===== src/rtl/async_fifo_pkg.sv =====
// rtl/async_fifo_pkg.sv - shared defaults and helpers for async_fifo and its read-side drain
// Contents: BITS default word width, word_t, clog2_depth() for pointer/level sizing.
package async_fifo_pkg;

   localparam int BITS = 32;

   typedef logic [BITS-1:0] word_t;

   // Elaboration-time ceil(log2(depth)); callers guarantee depth >= 2.
   function automatic int clog2_depth(input int depth);
      int r;
      r = 0;
      while ((1 << r) < depth) r++;
      return r;
   endfunction

endpackage


===== src/rtl/drain_buf.sv =====
// rtl/drain_buf.sv - DEPTH-entry register FIFO holding words returned by the async_fifo
// Ports: clk, rst_n (sync, active-low); push/push_data write the tail;
//        pop advances the head; head_data is the head entry; level is occupancy 0..DEPTH.
module drain_buf
   import async_fifo_pkg::clog2_depth;
#(
   parameter int BITS  = 32,
   parameter int DEPTH = 2,
   localparam int PTR_W = clog2_depth(DEPTH),
   localparam int LVL_W = PTR_W + 1
) (
   input  logic             clk,
   input  logic             rst_n,
   input  logic             push,
   input  logic [BITS-1:0]  push_data,
   input  logic             pop,
   output logic [BITS-1:0]  head_data,
   output logic [LVL_W-1:0] level
);

   logic [BITS-1:0]  mem_q [DEPTH];
   logic [BITS-1:0]  mem_d [DEPTH];
   logic [PTR_W-1:0] wr_ptr_q, wr_ptr_d;
   logic [PTR_W-1:0] rd_ptr_q, rd_ptr_d;
   logic [LVL_W-1:0] level_q, level_d;
   logic             do_pop;

   always_comb begin
      mem_d    = mem_q;
      wr_ptr_d = wr_ptr_q;
      rd_ptr_d = rd_ptr_q;
      level_d  = level_q;
      // A pop on an empty buffer is ignored so the pointers never cross.
      do_pop   = pop && (level_q != '0);

      // Pointers are PTR_W bits wide and DEPTH is a power of two, so
      // the increments wrap modulo DEPTH on their own.
      if (push) begin
         mem_d[wr_ptr_q] = push_data;
         wr_ptr_d        = wr_ptr_q + 1'b1;
      end
      if (do_pop) begin
         rd_ptr_d = rd_ptr_q + 1'b1;
      end

      if (push && !do_pop) begin
         level_d = level_q + 1'b1;
      end else if (!push && do_pop) begin
         level_d = level_q - 1'b1;
      end
   end

   always_ff @(posedge clk) begin
      if (!rst_n) begin
         for (int i = 0; i < DEPTH; i++) begin
            mem_q[i] <= '0;
         end
         wr_ptr_q <= '0;
         rd_ptr_q <= '0;
         level_q  <= '0;
      end else begin
         // The issue logic reserves a slot for every read, so a word can
         // never arrive while the buffer is already full.
         assert (!(push && (level_q == LVL_W'(DEPTH))));
         mem_q    <= mem_d;
         wr_ptr_q <= wr_ptr_d;
         rd_ptr_q <= rd_ptr_d;
         level_q  <= level_d;
      end
   end

   assign head_data = mem_q[rd_ptr_q];
   assign level     = level_q;

endmodule


===== src/rtl/fifo_read_drain.sv =====
// rtl/fifo_read_drain.sv - drains the async_fifo read port into a valid/ready stream
// Ports: clk (FIFO read clock), rst_n (sync, active-low);
//        FIFO side: p_fifo_empty, p_fifo_read_en, p_fifo_read_data (1-cycle read latency);
//        stream side: p_out_valid, p_out_ready, p_out_data;
//        status: p_level (local buffer occupancy), p_word_count (words delivered, wrapping).
module fifo_read_drain
   import async_fifo_pkg::clog2_depth;
#(
   parameter int BITS     = 32,
   parameter int DEPTH    = 2,
   parameter int CNT_BITS = 32,
   localparam int LVL_W   = clog2_depth(DEPTH) + 1
) (
   input  logic                clk,
   input  logic                rst_n,
   input  logic                p_fifo_empty,
   output logic                p_fifo_read_en,
   input  logic [BITS-1:0]     p_fifo_read_data,
   output logic                p_out_valid,
   input  logic                p_out_ready,
   output logic [BITS-1:0]     p_out_data,
   output logic [LVL_W-1:0]    p_level,
   output logic [CNT_BITS-1:0] p_word_count
);

   localparam int DW = LVL_W + 1;

   logic                inflight_q, inflight_d;
   logic [CNT_BITS-1:0] count_q, count_d;
   logic [LVL_W-1:0]    level;
   logic [DW-1:0]       demand;
   logic                pop;
   logic                read_en;

   drain_buf #(
      .BITS  (BITS),
      .DEPTH (DEPTH)
   ) u_buf (
      .clk       (clk),
      .rst_n     (rst_n),
      .push      (inflight_q),
      .push_data (p_fifo_read_data),
      .pop       (pop),
      .head_data (p_out_data),
      .level     (level)
   );

   assign p_out_valid = (level != '0);

   always_comb begin
      pop        = p_out_valid && p_out_ready;
      // Slots committed next cycle: stored words plus the word in flight,
      // less the one leaving now. Crediting the same-cycle pop is what lets
      // a 2-entry buffer sustain one word per cycle.
      demand     = {1'b0, level} + DW'(inflight_q) - DW'(pop);
      read_en    = rst_n && !p_fifo_empty && (demand < DW'(DEPTH));
      inflight_d = read_en;
      count_d    = count_q + CNT_BITS'(pop);
   end

   always_ff @(posedge clk) begin
      if (!rst_n) begin
         // Clearing inflight drops a word returning just after reset.
         inflight_q <= 1'b0;
         count_q    <= '0;
      end else begin
         assert (!(read_en && p_fifo_empty));
         inflight_q <= inflight_d;
         count_q    <= count_d;
      end
   end

   assign p_fifo_read_en = read_en;
   assign p_level        = level;
   assign p_word_count   = count_q;

endmodule


===== config.mk =====
export PLATFORM = sky130hd
export DESIGN_NAME = fifo_read_drain
export DESIGN_NICKNAME = d
export VERILOG_FILES = /design/src/rtl/async_fifo_pkg.sv /design/src/rtl/drain_buf.sv /design/src/rtl/fifo_read_drain.sv
export SDC_FILE = /design/constraint.sdc
export NUM_CORES = 1
export LEC_CHECK = 0
export ABC_AREA = 0
export CAP_MARGIN = 30
export CORE_MARGIN = 2
export CORE_UTILIZATION = 50
export CTS_CLUSTER_SIZE = 25
export DETAILED_ROUTE_END_ITERATION = 10
export GPL_ROUTABILITY_DRIVEN = 0
export PLACE_DENSITY = 0.8
export RECOVER_POWER = 50
export SYNTH_ARGS = -nofsm -noshare
export SYNTH_HDL_FRONTEND = slang
export SYNTH_SLANG_ARGS = --single-unit

===== constraint.sdc =====
create_clock -name clk -period 5.1 [get_ports clk]
set_clock_uncertainty 0.05 [all_clocks]
set_input_delay 0.765 -clock clk [delete_from_list [all_inputs] [get_ports clk]]
set_output_delay 0.765 -clock clk [all_outputs]
set_load 0.03 [all_outputs]

==> flow_summary.toml <==
[run_status]
status = "finished, violations left"
violated_checks = "capacitance limit, slew limit"

[sta]
drv_slew = 46
fmax_mhz = 230
max_slew_margin_pct = -27.6
period_minus_slack_ns = 4.34
setup_failing_eps_final = 0
worstMarginPinSlew_ns = 1.91
totalNegativeSetupSlack_ns = 0
final.period_utilization_pct = 85.1
finalHoldViolations = 0
fin_worst_hold_slack_ns = 0.410
unrepaired_setup_endpoints_after_global_routing = "no"

[logic_synthesis]
share_of_synthesized_area_spent_on_multiplexers_pct = 9.90
synth_adder_area_share_pct = 1.61
ys_top_cells_by_count = "sky130_fd_sc_hd__nand2_1 (149), sky130_fd_sc_hd__dfxtp_1 (101), sky130_fd_sc_hd__a21oi_1 (78)"
netlist_area_um2 = 4350
synth_top_family_by_area = "simple AND/OR/NAND/NOR gates"
ys_top_cells_by_area = "sky130_fd_sc_hd__dfxtp_1 (47%), sky130_fd_sc_hd__nand2_1 (13%), sky130_fd_sc_hd__a21oi_1 (9.0%)"
syn_area_per_cell_um2 = 8.25
synth_seq_cells = 101
yosys.area.top_type_share_pct = 46.5
mappedNetlistNets = 568
synthXorXnorAreaFrac_pct = 3.02
synth.yosys.seq_area_share_pct = 46.5
simple_gate_portion_of_the_synthesized_area_pct = 24.1
synth_warnings = 0
synthesis.instances = 527
cell_taking_the_most_area_after_synthesis = "sky130_fd_sc_hd__dfxtp_1"
synth-edff-count = 0
post-synth-top-count-cell = "sky130_fd_sc_hd__nand2_1"
dominantRegCellSynth = "sky130_fd_sc_hd__dfxtp_1"
synth-async-reset-ratio_pct = 0
synth_cell_type_count = 34
synth_compound_gate_area_share_pct = 11.0

[run]
max-cap-violations = 1

[power_and_ir_drop]
p_int_mw = 1.36
leakagePower_nw = 2.07
max-vdd-ir-drop_uv = 173
p_sw_uw = 753
power.share.sequential_pct = 44.3
p_sw_share_pct = 35.6
power_density_cells_nw_per_um2 = 374
comb_power_share_pct = 32.5
power_frac_clock_pct = 23.2

[cts]
tritoncts = "yes"
worst_setup_hold_path_clk_slew_ns = 0.10
cts_inserted_buffers = 9
cts_root_buf = "sky130_fd_sc_hd__clkbuf_8"
worst_skew_pair_later_pin_latency_ns = 0.37
ctsResizeCount = 0
post-cts-setup-buffers = 0
numClockSinks = 101
clock_tree.htree_level_count = 3
cts-root-to-sink-buffers = 2
cts_hold_repair.buffers = 0

[setup_path]
timing.critical_path.arrival_ns = 3.52
timing.critical_path.fanout_max = 3
reg2regPathDepth = 8
crit-reg2reg-launch = "u_buf.level[1]"
setup.reg_to_reg.worst_slack_ns = 2.30
type_of_the_worst_setup_path = "in -> out"
worstReg2RegEnd = "p_word_count[31]"
worst_ep_required_time_ns = 4.28
worstSetupStartpointType = "input port"
worst_setup_path_end_kind = "primary output"

[grt]
maximum_number_of_pins_on_one_net_before_global_route_repair = 46
antenna_found_initial = 0
grt_remaining_overflow = 0
grt_util_all_layers_pct = 21.9
first_global_vias = 3802
grt_first_pass_wirelength_um = 17600

[drt]
drt_pre_antenna_iters = 5
iteration_0_drc_count_of_the_detailed_router = 130
drt-total-wl_um = 10500
dr_total_vias = 3952
postRouteAntennaNets = 0
drc = 0
avgRoutedWirePerCell_um = 14.4
avgViaCountPerCell = 5.43

[floorplan]
core_region_area_um2 = 8590
floorplan.initialDensity_pct = 50.6
floorplan.rows = 34
die_width_um = 97.2
num_io_pins = 104
die_h_um = 97.2
dieArea_um2 = 9460

[cells_and_area]
number_of_antenna_diodes = 0
finalNetCount = 656
layout-area-overhead-vs-synth_pct = 29.9
final_layout_size_suffix_gt1_share_pct = 10.0
fillCellCount = 709
postLayoutCellArea_um2 = 5650

[placed_design]
dpl_cell_area_um2 = 5470
hpwlAfterDp_um = 7210
io_buffer_count = 103

[worst_hold_path]
hold_path.startpoint = "u_buf.mem_q[2]"
timing.hold.worst.class = "reg -> reg"
hold_end = "u_buf.mem_q[2]"
min_path_cells = 2
==> how the worst max path moves through the flow <==
stage / startpoint / endpoint / slack, ns
detailed placement: p_out_ready / p_fifo_read_en / 0.96
finish: p_out_ready / p_fifo_read_en / 0.76
floorplan: u_buf.level[1] / p_fifo_read_en / 1.56
CTS: p_out_ready / p_fifo_read_en / 0.89
global route: p_out_ready / p_fifo_read_en / 0.67
global placement: p_out_ready / p_fifo_read_en / 0.95
==> cells by family (layout without fill, tap and decap cells) <==
| group | after synthesis | count (layout) |
|---|---|---|
| compound gates | 91 | 91 |
| flops | 101 | 101 |
| xor+xnor | 15 | 15 |
| fa+ha+maj | 5 | 5 |
| buf+inv | 42 | 135 |
| mux | 39 | 39 |
| simple gates | 234 | 234 |
==> final cells by class <==
type	instances	area [µm²]	area share (%)
Clock buffer	9	124	2.19
Clock inverter	7	70.1	1.24
Inverter	9	33.8	0.598
Multi-Input combinational cell	384	2160	38.3
Sequential cell	101	2020	35.8
Tap cell	108	135	2.39
Timing Repair Buffer	110	1100	19.5
==> metrics by stage <==
step	setup slack, ns	util, %	cells	total power, mW
2_1_floorplan	1.56	-	527	1.39
3_3_place_gp	0.947	63.1	710	1.62
3_5_place_dp	0.955	63.6	712	1.65
4_1_cts	0.889	65.9	728	2.14
5_1_grt	0.668	65.7	728	2.22
6_report	0.760	65.7	728	2.11
==> sequential cells by signal, summed over array words and instances (netlist names) <==
signal          cells
u_buf.mem_q        64
p_word_count       32
u_buf.level         2
inflight_q          1
u_buf.rd_ptr_q      1
u_buf.wr_ptr_q      1
==> critical path: stages <==
cell,delay (ns)
sky130_fd_sc_hd__dlygate4sd3_1,0.55
sky130_fd_sc_hd__nand2_1,0.12
sky130_fd_sc_hd__inv_1,0.08
sky130_fd_sc_hd__ha_1,0.26
sky130_fd_sc_hd__nand2b_1,0.15
sky130_fd_sc_hd__fa_1,0.38
sky130_fd_sc_hd__xor2_1,0.17
sky130_fd_sc_hd__nor3_1,0.31
sky130_fd_sc_hd__clkdlybuf4s50_1,0.75
==> power by group through the flow <==
stage	Combinational [mW]	Clock, mW	Sequential, mW
CTS	0.696	0.502	0.937
floorplan	0.437	0	0.950
global placement	0.675	0	0.948
finish	0.687	0.490	0.937
global route	0.737	0.536	0.950
detailed placement	0.691	0	0.955
==> placed cells by master (no fill, tap or decap), drive strengths merged, types with 11 or more instances in the layout <==
cell           synthesis  routed
nor2                  18      18
inv                    9      12
clkdlybuf4s50          0      69
nand2                149     149
a21oi                 78      78
dlygate4sd3            0      34
mux2                  32      32
dfxtp                101     101
nand4                 11      11
==> per-layer routing <==
| metal | GRT usage, % | up-vias | wire length (µm) |
|---|---|---|---|
| met5 | 0 | - | 0 |
| met4 | 6.94 | 0 | 148 |
| met3 | 5.25 | 13 | 564 |
| met2 | 37.4 | 104 | 5190 |
| met1 | 27.5 | 1878 | 4580 |
| li1 | - | 1957 | - |
No activity file was read; power rests on OpenSTA's default activity.
